--- config.mk ---
export PLATFORM = sky130hd
export DESIGN_NAME = seg_readback_flat
export DESIGN_NICKNAME = d
export VERILOG_FILES = /design/src/rtl/seg_pkg.sv /design/src/rtl/seg_readback_if.sv /design/src/rtl/seg_fifo.sv /design/src/rtl/seg_readback.sv /design/src/flat_wrapper.sv
export SDC_FILE = /design/constraint.sdc
export NUM_CORES = 1
export LEC_CHECK = 0
export BUFFER_PORTS_ARGS = -buffer_cell sky130_fd_sc_hd__buf_2
export CORE_AREA = 4 4 98 100
export DETAILED_ROUTE_END_ITERATION = 10
export DIE_AREA = 0 0 102 104
export GPL_TIMING_DRIVEN = 0
export PLACE_DENSITY = 0.59
export REMOVE_ABC_BUFFERS = 1
export SYNTH_ARGS = -nofsm -noshare
export SYNTH_HDL_FRONTEND = slang
export SYNTH_SLANG_ARGS = --single-unit
--- constraint.sdc ---
create_clock -name clock -period 3.41 [get_ports clock]
set_input_delay 0.682 -clock clock [delete_from_list [all_inputs] [get_ports clock]]
set_output_delay 0.682 -clock clock [all_outputs]
set_load 0.005 [all_outputs]
--- src/rtl/seg_pkg.sv ---
// Shared types and glyph table for the 7-segment readback path.
`timescale 1ns/1ps
package seg_pkg;

  localparam int unsigned SEG_W = 7;
  localparam int unsigned NIB_W = 4;
  localparam int unsigned PIN_W = SEG_W + 1;

  // Lit-high segment patterns, bit0 = a .. bit6 = g
  localparam logic [SEG_W-1:0] SEG_BLANK = 7'h00;
  localparam logic [SEG_W-1:0] SEG_0 = 7'h3F;
  localparam logic [SEG_W-1:0] SEG_1 = 7'h06;
  localparam logic [SEG_W-1:0] SEG_2 = 7'h5B;
  localparam logic [SEG_W-1:0] SEG_3 = 7'h4F;
  localparam logic [SEG_W-1:0] SEG_4 = 7'h66;
  localparam logic [SEG_W-1:0] SEG_5 = 7'h6D;
  localparam logic [SEG_W-1:0] SEG_6 = 7'h7D;
  localparam logic [SEG_W-1:0] SEG_7 = 7'h07;
  localparam logic [SEG_W-1:0] SEG_8 = 7'h7F;
  localparam logic [SEG_W-1:0] SEG_9 = 7'h6F;
  localparam logic [SEG_W-1:0] SEG_A = 7'h77;
  localparam logic [SEG_W-1:0] SEG_B = 7'h7C;
  localparam logic [SEG_W-1:0] SEG_C = 7'h39;
  localparam logic [SEG_W-1:0] SEG_D = 7'h5E;
  localparam logic [SEG_W-1:0] SEG_E = 7'h79;
  localparam logic [SEG_W-1:0] SEG_F = 7'h71;

  typedef struct packed {
    logic             invalid;
    logic             dp;
    logic [NIB_W-1:0] nibble;
  } seg_sym_t;

  localparam int unsigned SYM_W = $bits(seg_sym_t);

  // Map a lit-high segment pattern to its hex value; dp is left for the caller.
  function automatic seg_sym_t seg_decode(input logic [SEG_W-1:0] seg);
    seg_sym_t sym;
    sym = '0;
    case (seg)
      SEG_0:   sym.nibble = 4'h0;
      SEG_1:   sym.nibble = 4'h1;
      SEG_2:   sym.nibble = 4'h2;
      SEG_3:   sym.nibble = 4'h3;
      SEG_4:   sym.nibble = 4'h4;
      SEG_5:   sym.nibble = 4'h5;
      SEG_6:   sym.nibble = 4'h6;
      SEG_7:   sym.nibble = 4'h7;
      SEG_8:   sym.nibble = 4'h8;
      SEG_9:   sym.nibble = 4'h9;
      SEG_A:   sym.nibble = 4'hA;
      SEG_B:   sym.nibble = 4'hB;
      SEG_C:   sym.nibble = 4'hC;
      SEG_D:   sym.nibble = 4'hD;
      SEG_E:   sym.nibble = 4'hE;
      SEG_F:   sym.nibble = 4'hF;
      default: sym.invalid = 1'b1;
    endcase
    return sym;
  endfunction

endpackage

--- src/rtl/seg_readback_if.sv ---
// Valid/ready read port carrying one decoded display symbol.
`timescale 1ns/1ps
interface seg_readback_if;
  import seg_pkg::*;

  logic             rd_valid;
  logic             rd_ready;
  logic [NIB_W-1:0] rd_nibble;
  logic             rd_dp;
  logic             rd_invalid;

  modport master (
    output rd_valid, rd_nibble, rd_dp, rd_invalid,
    input  rd_ready
  );

  modport slave (
    input  rd_valid, rd_nibble, rd_dp, rd_invalid,
    output rd_ready
  );
endinterface

--- src/rtl/seg_fifo.sv ---
// Synchronous FIFO; a push into a full FIFO lands only when a pop frees a slot the same cycle.
`timescale 1ns/1ps
module seg_fifo #(
  parameter int unsigned WIDTH = 6,
  parameter int unsigned DEPTH = 4
) (
  input  logic                   clock,
  input  logic                   reset,
  input  logic                   push,
  input  logic                   pop,
  input  logic [WIDTH-1:0]       wdata,
  output logic [WIDTH-1:0]       rdata,
  output logic                   full,
  output logic                   empty,
  output logic [$clog2(DEPTH):0] level
);

  localparam int unsigned PTR_W = $clog2(DEPTH);
  localparam int unsigned LVL_W = PTR_W + 1;

  logic [PTR_W-1:0] wr_ptr;
  logic [PTR_W-1:0] rd_ptr;
  logic [WIDTH-1:0] mem [DEPTH];
  logic             do_push_c;
  logic             do_pop_c;

  assign full      = (level == LVL_W'(DEPTH));
  assign empty     = (level == '0);
  assign do_pop_c  = pop && !empty;
  assign do_push_c = push && (!full || do_pop_c);
  assign rdata     = mem[rd_ptr];

  // Pointers wrap naturally since DEPTH is a power of two
  always_ff @(posedge clock or posedge reset) begin
    if (reset) begin
      wr_ptr <= '0;
      rd_ptr <= '0;
      level  <= '0;
    end else begin
      if (do_push_c) wr_ptr <= wr_ptr + PTR_W'(1);
      if (do_pop_c)  rd_ptr <= rd_ptr + PTR_W'(1);
      case ({do_push_c, do_pop_c})
        2'b10:   level <= level + LVL_W'(1);
        2'b01:   level <= level - LVL_W'(1);
        default: level <= level;
      endcase
    end
  end

  always_ff @(posedge clock) begin
    if (do_push_c) mem[wr_ptr] <= wdata;
  end

endmodule

--- src/rtl/seg_readback.sv ---
// Samples the chip's segment pins, debounces them and queues each new stable glyph as a hex symbol.
`timescale 1ns/1ps
module seg_readback
  import seg_pkg::*;
#(
  parameter int unsigned STABLE_CYCLES = 4,
  parameter int unsigned FIFO_DEPTH    = 4,
  parameter bit          ACTIVE_LOW    = 1'b1
) (
  input  logic                        clock,
  input  logic                        reset,
  input  logic [SEG_W-1:0]            seg_in,
  input  logic                        dp_in,
  input  logic                        clear_ovf,
  seg_readback_if.master              rd,
  output logic [$clog2(FIFO_DEPTH):0] level,
  output logic                        ovf
);

  localparam int unsigned      CNT_W     = $clog2(STABLE_CYCLES);
  localparam logic [CNT_W-1:0] CNT_MAX   = CNT_W'(STABLE_CYCLES - 1);
  localparam logic [PIN_W-1:0] PIN_POL   = {PIN_W{ACTIVE_LOW}};
  localparam logic [PIN_W-1:0] PIN_BLANK = {1'b0, SEG_BLANK};

  logic [PIN_W-1:0] sync1;
  logic [PIN_W-1:0] sync2;
  logic [PIN_W-1:0] synced_c;
  logic [PIN_W-1:0] cand;
  logic [PIN_W-1:0] last;
  logic [CNT_W-1:0] cnt;
  logic             accept_c;
  logic             push_c;
  logic             pop_c;
  logic             drop_c;
  seg_sym_t         push_sym_c;
  seg_sym_t         head;
  logic             full;
  logic             empty;

  // Two-flop synchronizer; reset value is the unlit pin level
  always_ff @(posedge clock or posedge reset) begin
    if (reset) begin
      sync1 <= PIN_POL;
      sync2 <= PIN_POL;
    end else begin
      sync1 <= {dp_in, seg_in};
      sync2 <= sync1;
    end
  end

  assign synced_c = sync2 ^ PIN_POL;

  // Stability filter: cnt counts repeats of cand, saturating once it is trusted
  always_ff @(posedge clock or posedge reset) begin
    if (reset) begin
      cand <= PIN_BLANK;
      cnt  <= '0;
      last <= PIN_BLANK;
    end else begin
      if (synced_c != cand) begin
        cand <= synced_c;
        cnt  <= '0;
      end else if (cnt != CNT_MAX) begin
        cnt <= cnt + CNT_W'(1);
      end
      if (accept_c) last <= cand;
    end
  end

  // Blank glyphs only re-arm the filter so a digit repeated around a blank is queued twice
  always_comb begin
    accept_c      = (synced_c == cand) && (cnt == CNT_MAX) && (cand != last);
    push_c        = accept_c && (cand[SEG_W-1:0] != SEG_BLANK);
    push_sym_c    = seg_decode(cand[SEG_W-1:0]);
    push_sym_c.dp = cand[PIN_W-1];
  end

  assign pop_c  = rd.rd_valid && rd.rd_ready;
  assign drop_c = push_c && full && !pop_c;

  seg_fifo #(
    .WIDTH (SYM_W),
    .DEPTH (FIFO_DEPTH)
  ) u_fifo (
    .clock (clock),
    .reset (reset),
    .push  (push_c),
    .pop   (pop_c),
    .wdata (push_sym_c),
    .rdata (head),
    .full  (full),
    .empty (empty),
    .level (level)
  );

  // Sticky overflow; a drop in the same cycle as clear_ovf keeps it set
  always_ff @(posedge clock or posedge reset) begin
    if (reset) begin
      ovf <= 1'b0;
    end else if (drop_c) begin
      ovf <= 1'b1;
    end else if (clear_ovf) begin
      ovf <= 1'b0;
    end
  end

  // Head fields read as zero while the FIFO is empty
  always_comb begin
    rd.rd_valid   = !empty;
    rd.rd_nibble  = '0;
    rd.rd_dp      = 1'b0;
    rd.rd_invalid = 1'b0;
    if (!empty) begin
      rd.rd_nibble  = head.nibble;
      rd.rd_dp      = head.dp;
      rd.rd_invalid = head.invalid;
    end
  end

endmodule

--- src/flat_wrapper.sv ---
// flat-port wrapper written by rule: the top's interface ports become plain ports
module seg_readback_flat import seg_pkg::*;
#(
  parameter int unsigned STABLE_CYCLES = 4,
  parameter int unsigned FIFO_DEPTH    = 4,
  parameter bit          ACTIVE_LOW    = 1'b1
)
  (clock, reset, seg_in, dp_in, clear_ovf, level, ovf, rd_rd_valid, rd_rd_nibble, rd_rd_dp, rd_rd_invalid, rd_rd_ready);
  seg_readback_if rd_i ();
  input  logic clock;
  input  logic reset;
  input  logic [SEG_W-1:0] seg_in;
  input  logic dp_in;
  input  logic clear_ovf;
  output logic [$clog2(FIFO_DEPTH):0] level;
  output logic ovf;
  output wire logic [$bits(rd_i.rd_valid)-1:0] rd_rd_valid;
  output wire logic [$bits(rd_i.rd_nibble)-1:0] rd_rd_nibble;
  output wire logic [$bits(rd_i.rd_dp)-1:0] rd_rd_dp;
  output wire logic [$bits(rd_i.rd_invalid)-1:0] rd_rd_invalid;
  input wire logic [$bits(rd_i.rd_ready)-1:0] rd_rd_ready;
  assign rd_rd_valid = rd_i.rd_valid;
  assign rd_rd_nibble = rd_i.rd_nibble;
  assign rd_rd_dp = rd_i.rd_dp;
  assign rd_rd_invalid = rd_i.rd_invalid;
  assign rd_i.rd_ready = rd_rd_ready;
  seg_readback #(.STABLE_CYCLES(STABLE_CYCLES), .FIFO_DEPTH(FIFO_DEPTH), .ACTIVE_LOW(ACTIVE_LOW)) u_core (.clock(clock), .reset(reset), .seg_in(seg_in), .dp_in(dp_in), .clear_ovf(clear_ovf), .rd(rd_i), .level(level), .ovf(ovf));
endmodule
---- Word-level counts from Yosys, hierarchy flattened ----
Memories as Yosys holds them, arrays and structs flattened.
Index checks and enable logic that the tools add are counted.
storage, ports and cells
  input port bits ......................... 12
  memories kept ........................... 1
  logic and storage cells ................. 70
  memory bits (writable) .................. 24
  output and inout bits ................... 11
  flip-flop bits (word level) ............. 42
memories
  name               words  width  read ports  clocked after memory_dff  write ports  line            source
  u_core.u_fifo.mem  4      6      1           0                         1            seg_fifo.sv:23  logic [WIDTH-1:0] mem [DEPTH];
operators by class
  equality and inequality tests ........... 24
  multiplexer cells ....................... 12
  bitwise gates (word level) .............. 1
  $add $sub $neg .......................... 5
  reduce and logical (&&, ||, !) cells .... 18
operators with widths
  cell                   count
  $eq A7 B7 Y1 const B   12
  $pmux W4 S15           1
  $ne A8 B8 Y1           2
  $reduce_or A16 Y1      1
  $eq A7 B3 Y1 const B   2
  $eq A7 B6 Y1 const B   2
  $eq A8 B8 Y1           1
  $logic_and A1 B1 Y1    8
  $not A8 Y8             1
  $mux W1                7
  $reduce_bool A7 Y1     1
  $add A2 B1 Y2 const B  3
  $pmux W3 S2            1
  $reduce_bool A2 Y1     3
  $eq A2 B2 Y1 const B   2
  $mux W2                2
  $mux W4                1
  $add A3 B1 Y3 const B  1
  $eq A3 B3 Y1 const B   1
  $logic_not A1 Y1       3
  $logic_not A3 Y1       1
  $sub A3 B1 Y3 const B  1
  $eq A2 B1 Y1 const B   1
  $ne A2 B2 Y1 const B   1
  $logic_or A1 B1 Y1     1

---- Longest topological paths before layout ----
Gate-level depths: netlist of run 1.
  depth after elaboration ................. 8
  mapped depth ............................ 10
  depth with buffers taken out ............ 9

---- By module ----
A second synthesis of run 1 with hierarchy kept.
second synthesis, totals
  cell total of the unflattened synthesis .. 224
  area, all modules ....................... 3049.2 µm²
by module, submodules not included
  module        times used  cells each  seq. area each (µm²)  area each (µm²)
  seg_readback  1           138         895.9                 1659.1
  seg_fifo      1           86          895.9                 1390.1

---- Least setup slack after synthesis of run 1 ----
OpenSTA, ideal clock, no wires.
  kind .................................... reg2reg
  from .................................... register u_core.cand[2]
  to ...................................... register u_core.u_fifo.level[2]
  library setup time ...................... 0.142 ns
  arrival ................................. 2.320 ns
  cell stages (with the launch flop) ...... 10
  data required time ...................... 3.268 ns
  period minus slack after synthesis ...... 2.462 ns
  buffers on the path ..................... 1
  setup slack ............................. 0.948 ns
  cells stage by stage .................... dfrtp_1 buf_2 xnor2_1 nor4_2 nand2_2 nor3_4 nor2_1 fa_1 o311ai_0 o211ai_1
between the ends
  longest elaborated chain between the ends .. 7
  elaborated cells between the ends (all ways) .. 11
  those cells by class .................... 4 x eq/ne; 1 x mux; 6 x reduce/logical
ends and longest elaborated chain
  element                                                   line                source
  from (decl)                                               seg_readback.sv:28  logic [PIN_W-1:0] cand;
  from (signal assigned)                                    seg_readback.sv:61  cand <= synced_c;
  $eq A8 B8 Y1                                              seg_readback.sv:72  accept_c = (synced_c == cand) && (cnt == CNT_MAX) && (cand != last);
  $logic_and A1 B1 Y1 (2 in a row)                          seg_readback.sv:72
  $logic_and A1 B1 Y1 (*)                                   seg_readback.sv:73  push_c = accept_c && (cand[SEG_W-1:0] != SEG_BLANK);
  $logic_and A1 B1 Y1 (*)                                   seg_fifo.sv:30      assign do_push_c = push && (!full || do_pop_c);
  $eq A2 B1 Y1 / $eq A2 B2 Y1 (equally long branches)       seg_fifo.sv:42      case ({do_push_c, do_pop_c})
  $pmux W3 S2 / $reduce_bool A2 Y1 (equally long branches)  --
  to (signal assigned)                                      seg_fifo.sv:43      2'b10: level <= level + LVL_W'(1);
  to (signal assigned)                                      seg_fifo.sv:44      2'b01: level <= level - LVL_W'(1);
  to (signal assigned)                                      seg_fifo.sv:45      default: level <= level;
  to (decl)                                                 seg_fifo.sv:15      output logic [$clog2(DEPTH):0] level
Every way passes the cells marked *; elsewhere a longest branch is shown, timed or not.
A chain may end at the register's enable or synchronous reset.

---- Final worst setup path of run 1 ----
Same ends and word-level chain as after synthesis.

==> results of run 1 <==
==> flip-flops by register name (all words and copies together) (netlist names), 3 cells and up <==
| register | count |
|---|---|
| u_core.u_fifo.mem | 24 |
| u_core.cand | 8 |
| u_core.last | 8 |
| u_core.sync1 | 8 |
| u_core.sync2 | 8 |
| u_core.u_fifo.level | 3 |
==> placed cells by master, fill, tap and decap left out, types with 6 or more instances in the layout <==
cell type and count:
clkbuf_8 10, dfrtp_1 26, edfxtp_1 24, and2_1 7
xnor2_1 20, inv_1 14, nand3_1 8, mux2_2 9
nor2_1 12, buf_2 22, mux4_2 6, nand2_1 15
dfstp_2 16, o21ai_0 8
==> through the flow <==
step	instance area (um^2)	power (uW)	cells
final	3410	1500	369
after global routing	3410	1580	369
after CTS	3410	1520	369
after detailed placement	3240	944	353
after global placement	3240	942	353
after floorplan	3000	920	223
==> power by group <==
| part | total [uW] | internal (uW) | leakage (uW) | switching [uW] |
|---|---|---|---|---|
| logic | 60.1 | 26.2 | 0.000524 | 33.9 |
| clock network | 570 | 280 | 0.0000894 | 290 |
| registers | 867 | 844 | 0.000708 | 23.6 |
==> layout make-up <==
class,instances,area [um^2],area share (%)
Inverter,15,56.3,1.65
Tap cell,108,135,3.96
Sequential cell,66,1790,52.5
Multi-Input combinational cell,142,1150,33.7
Timing Repair Buffer,22,110,3.23
Clock inverter,5,28.8,0.843
Clock buffer,11,141,4.14
==> routing by layer <==
layer	GRT usage (%)	vias to the layer above	part of all wire, %
li1	-	882	-
met1	14.0	878	48
met2	14.8	37	46
met3	4.23	6	5.0
met4	3.66	0	1.3
met5	0	-	0
==> logic make-up after synthesis <==
logic type	Yosys count
flip-flops	66
adder cells (fa/ha/maj)	6
multiplexers	19
AO/OA/AOI/OAI	28
XOR/XNOR	21
buffers and inverters	31
AND/OR/NAND/NOR	68
==> final timing paths <==
check,start,to,cells past startpoint
hold reg to reg,u_core.sync1[1]$_DFF_PP1_,u_core.sync2[1]$_DFF_PP1_,0
hold / removal,u_core.sync1[1]$_DFF_PP1_,u_core.sync2[1]$_DFF_PP1_,0
min in group asynchronous,reset,u_core.u_fifo.wr_ptr[1]$_DFFE_PP0P_,2
max in group asynchronous,reset,u_core.cand[5]$_DFFE_PP0P_,2
setup / recovery,u_core.cand[2]$_DFFE_PP0P_,u_core.u_fifo.level[2]$_DFFE_PP0P_,8
setup reg to reg,u_core.cand[2]$_DFFE_PP0P_,u_core.u_fifo.level[2]$_DFFE_PP0P_,8
==> flow_metrics.py, run 1 <==
metrics = {
    "run_status": {
        "outcome": "complete, no violations",
    },
    "worst_setup_path": {
        "crit_path_start_kind": "flip-flop",
        "path_cells": "xnor2_1 > nor4_2 > nand2_2 > nor3_4 > nor2_1 > fa_1 > o311ai_0 > o211ai_1",
        "crit_arrival_ns": 3.18,
        "worst-path-buf-inv": 0,
        "end_kind": "flip-flop",
        "cp.required_ns": 3.62,
        "rrSetupSlack_ns": 0.43,
        "slowest_stage": "dfrtp_1",
        "path_max_fanout": 16,
        "crit_path_max_incr_delay_ns": 0.67,
        "path_delay_family": "simple AND/OR/NAND/NOR gates",
        "critPathKind": "flip-flop to flip-flop",
    },
    "grt": {
        "grt_usage_pct": 10.3,
        "grt_max_degree": 43,
        "grt_pass1_wl_um": 8460,
        "antenna_found_initial": 0,
        "grt-ovfl-total": 0,
        "first_global_vias": 1717,
    },
    "final_layout": {
        "fin_nets": 274,
        "nFillCells": 850,
        "area_growth_pct": 11.3,
        "post-route-util_pct": 39.3,
        "n_antenna_cell": 0,
        "final_layout_size_suffix_gt1_share_pct": 29.9,
    },
    "drt": {
        "wirelength_um": 5040,
        "drc": 0,
        "routed_via_density": 4.89,
        "wl_per_cell_um": 13.7,
        "drtIter0Drc": 130,
        "drt_pass1_iterations": 4,
        "detail-route-antenna-nets": 0,
        "vias": 1803,
    },
    "yosys": {
        "synth_mux_area_share_pct": 9.06,
        "synth.most_common_cell": "dfrtp_1",
        "synth_area_per_cell_um2": 12.8,
        "yosysWarnings": 0,
        "syn_inst": 239,
        "synth_top_family_by_area": "simple AND/OR/NAND/NOR gates",
        "synthTopCellsByArea": "edfxtp_1, dfrtp_1, dfstp_2, xnor2_1, mux4_2",
        "yosysTopAreaCell": "edfxtp_1",
        "ys_seq_area_share_pct": 58.4,
        "synth-xor-area-share_pct": 6.00,
        "synthTopCellsByCount": "dfrtp_1, edfxtp_1, xnor2_1",
        "synth_ff_type": "dfrtp_1",
        "yosys.area.top_type_share_pct": 23.5,
        "synth_compound_area_share_pct": 6.78,
        "synth_fa_ha_area_share_pct": 2.69,
        "synth_edf_count": 24,
        "async_reset_ff_share_pct": 63.6,
        "syn_area_um2": 3070,
        "synthSimpleGateAreaFrac_pct": 12.9,
        "synth.distinct_cells": 51,
        "ys_ff_latch": 66,
    },
    "timing": {
        "max_freq_ghz": 0.336,
        "finalHoldViolCount": 0,
        "slew_headroom_pct": 42.3,
        "timing.final.crit_share_pct": 87.3,
        "timing.hold.ws_ns": 0.351,
        "finalSetupViolations": 0,
        "grt_setup_unrepaired": "false",
        "clock_skew_ns": 0.00954,
        "worstMarginPinSlew_ns": 0.864,
        "tns_ns": 0,
        "min_period_ns": 2.98,
        "report.final.slew_viol_count": 0,
        "finalWorstSetupSlack_ns": 0.434,
    },
    "place": {
        "numPortBuffers": 22,
        "gp_congestion": 0.751,
        "place_ws_ns": 0.419,
        "post-dp-hpwl_um": 3430,
    },
    "clock_tree": {
        "ctsResizeCount": 0,
        "htree_levels": 3,
        "holdBufCountCts": 0,
        "clk_latency_ns": 0.34,
        "clk_pin_slew_ns": 0.07,
        "numCtsBuffers": 9,
        "cts_sinks": 66,
        "clk_path_buf_depth": 2,
        "cts_setup_buffers": 0,
        "root_buffer": "clkbuf_8",
        "cts_tree": "done",
    },
    "floorplan": {
        "fp.dieArea_um2": 10600,
        "dieWidth_um": 102,
        "ioPinCount": 23,
        "die_y_um": 104,
        "design.core.area_um2": 8680,
        "row_count": 34,
        "start_util_pct": 35.3,
    },
    "pwr": {
        "power.density_nw_per_um2": 439,
        "ir_worst_vdd_mv": 0.272,
        "leakage_uw": 0.00132,
    },
    "job": {
        "drv_cap": 0,
    },
    "min_path": {
        "hold_class": "flip-flop to flip-flop",
    },
}
Note: power is estimated with default switching activity, not from simulation.
==> run 2, diff against run 1 <==
--- a/config.mk
+++ b/config.mk
@@ -9,6 +9,7 @@
 export CORE_AREA = 4 4 98 100
 export DETAILED_ROUTE_END_ITERATION = 10
 export DIE_AREA = 0 0 102 104
+export GPL_ROUTABILITY_DRIVEN = 1
 export GPL_TIMING_DRIVEN = 0
 export PLACE_DENSITY = 0.59
 export REMOVE_ABC_BUFFERS = 1
==> constraint.sdc (replaced) <==
create_clock -name clock -period 2.84 [get_ports clock]
set_input_delay 0.568 -clock clock [delete_from_list [all_inputs] [get_ports clock]]
set_output_delay 0.568 -clock clock [all_outputs]
set_load 0.005 [all_outputs]
==> run 2 against run 1 <==
Effect of this change:
- utilization increased by 0.27 points
- sequential power increased by 20%
- register-to-register slack got worse by 0.22 ns
- cell area increased by 0.70%
- hold slack got worse by 0.029 ns
- critical path type unchanged
- total power increased by 21%
- sequential share of layout area decreased by 0.11 points
- critical endpoint unchanged
- maximum frequency increased by 13%
==> flow_metrics.py, run 2 (synthesized netlist as in run 1, its figures left out) <==
metrics = {
    "run_status": {
        "outcome": "complete, no violations",
    },
    "timing": {
        "clock_skew_ns": 0.0119,
        "finalWorstSetupSlack_ns": 0.216,
        "slew_headroom_pct": 42.5,
        "report.final.slew_viol_count": 0,
        "grt_setup_unrepaired": "false",
        "worstMarginPinSlew_ns": 0.861,
        "max_freq_ghz": 0.381,
        "min_period_ns": 2.62,
        "timing.final.crit_share_pct": 92.4,
        "finalSetupViolations": 0,
        "tns_ns": 0,
        "finalHoldViolCount": 0,
    },
    "floorplan": {
        "ioPinCount": 23,
        "design.core.area_um2": 8680,
        "die_y_um": 104,
        "fp.dieArea_um2": 10600,
        "start_util_pct": 35.3,
        "dieWidth_um": 102,
        "row_count": 34,
    },
    "place": {
        "post-dp-hpwl_um": 3430,
        "place_ws_ns": -0.151,
        "gp_congestion": 0.751,
        "place_inst": 353,
        "numPortBuffers": 22,
    },
    "final_layout": {
        "finalNonFillerCells": 371,
        "area_growth_pct": 12.1,
        "final_cell_mix": "edfxtp_1, buf_2, xnor2_1",
        "final_layout_size_suffix_gt1_share_pct": 33.1,
        "fin_nets": 276,
        "regMostFlops": "u_core.u_fifo.mem",
        "largest_register_ffs": 24,
        "n_antenna_cell": 0,
        "post-route-util_pct": 39.6,
        "final_common_cell": "edfxtp_1",
        "nFillCells": 851,
    },
    "clock_tree": {
        "cts_sinks": 66,
        "root_buffer": "clkbuf_8",
        "clk_latency_ns": 0.34,
        "numCtsBuffers": 9,
        "htree_levels": 3,
        "clk_path_buf_depth": 2,
        "cts_tree": "done",
        "clk_pin_slew_ns": 0.08,
    },
    "pwr": {
        "power.density_nw_per_um2": 525,
        "ir_worst_vdd_mv": 0.327,
        "comb_power_share_pct": 4.1,
        "leakage_uw": 0.00133,
        "netSwitchingFraction_pct": 23.4,
        "power_frac_seq_pct": 57.8,
        "clockPowerShare_pct": 38.2,
        "design_power_total_uw": 1810,
        "power_switching_uw": 422,
        "intPower_uw": 1380,
    },
    "drt": {
        "drc": 0,
        "vias": 1817,
        "drt_pass1_iterations": 4,
        "wirelength_um": 5080,
        "wl_per_cell_um": 13.7,
        "drtIter0Drc": 166,
        "detail-route-antenna-nets": 0,
        "routed_via_density": 4.90,
    },
    "worst_setup_path": {
        "cp-endpoint": "u_core.u_fifo.level[2]$_DFFE_PP0P_",
        "critPathKind": "flip-flop to flip-flop",
        "r2r_cells": 8,
        "crit_path_start_kind": "flip-flop",
        "crit_arrival_ns": 2.83,
        "end_kind": "flip-flop",
        "cp.required_ns": 3.05,
        "worstReg2RegStart": "u_core.cand[4]$_DFFE_PP0P_",
        "r2r_end": "u_core.u_fifo.level[2]$_DFFE_PP0P_",
        "rrSetupSlack_ns": 0.22,
        "path_max_fanout": 16,
        "crit_start": "u_core.cand[4]$_DFFE_PP0P_",
    },
    "grt": {
        "grt-ovfl-total": 0,
        "antenna_found_initial": 0,
        "grt_max_degree": 43,
        "grt_usage_pct": 10.3,
        "first_global_vias": 1734,
        "grt_pass1_wl_um": 8490,
    },
    "job": {
        "drv_cap": 0,
    },
    "min_path": {
        "hold_class": "primary input to flip-flop",
    },
}
run 2: metal layers:
layer	global-route usage, %	routed length (um)
met5	0	0
met4	3.66	60
met3	4.23	266
met2	14.9	2360
met1	14.0	2390
run 2: stage by stage:
step	hold slack (ns)	area [um^2]
after global placement	0.346	3240
after CTS	0.301	3430
after global routing	0.293	3440
final	0.322	3440
after floorplan	0.345	3000
after detailed placement	0.347	3240
run 2: power groups by stage:
stage               Sequential, uW  Combinational, uW  Clock, uW
floorplan                     1050               53.0          0
global route                  1050               84.0        765
CTS                           1040               75.0        710
detailed placement            1060               73.5          0
finish                        1040               73.4        689
global placement              1060               72.0          0
run 2: worst max-delay path, cell delays in order, from the launching register on:
cell and delay (ns):
dfrtp_2 0.52, xnor2_1 0.19, nor4_2 0.38, nand2_2 0.17
nor3_4 0.22, nor2_1 0.09, fa_1 0.43, o311ai_0 0.34
o211ai_1 0.15
run 2: layout make-up:
class                   instances  area (um^2)  share of cell area (%)
inverters                      15         56.3                    1.64
well taps                     108          135                    3.93
multi-input cells             142         1150                    33.4
clock inverters                 5         28.8                   0.838
clock buffers                  11          141                    4.12
flip-flops and latches         66         1800                    52.4
repair buffers                 24          125                    3.64
run 2: worst min path at each step:
stage | startpoint | depth (start not counted) | end | slack, ns
floorplan | u_core.sync1[0]$_DFF_PP1_ | 0 | u_core.sync2[0]$_DFF_PP1_ | 0.35
global placement | u_core.sync1[7]$_DFF_PP1_ | 0 | u_core.sync2[7]$_DFF_PP1_ | 0.35
detailed placement | u_core.sync1[1]$_DFF_PP1_ | 0 | u_core.sync2[1]$_DFF_PP1_ | 0.35
CTS | seg_in[2] | 1 | u_core.sync1[2]$_DFF_PP1_ | 0.30
global route | seg_in[2] | 1 | u_core.sync1[2]$_DFF_PP1_ | 0.29
finish | seg_in[2] | 1 | u_core.sync1[2]$_DFF_PP1_ | 0.32
run 2: timing repair:
item / 4_1_cts / 5_1_grt
buffers inserted: 1 / 1
pin swaps: 1 / 1
setup endpoints to repair: 8 / 4
hold buffers: 0 / 0
resized for setup: 6 / 1
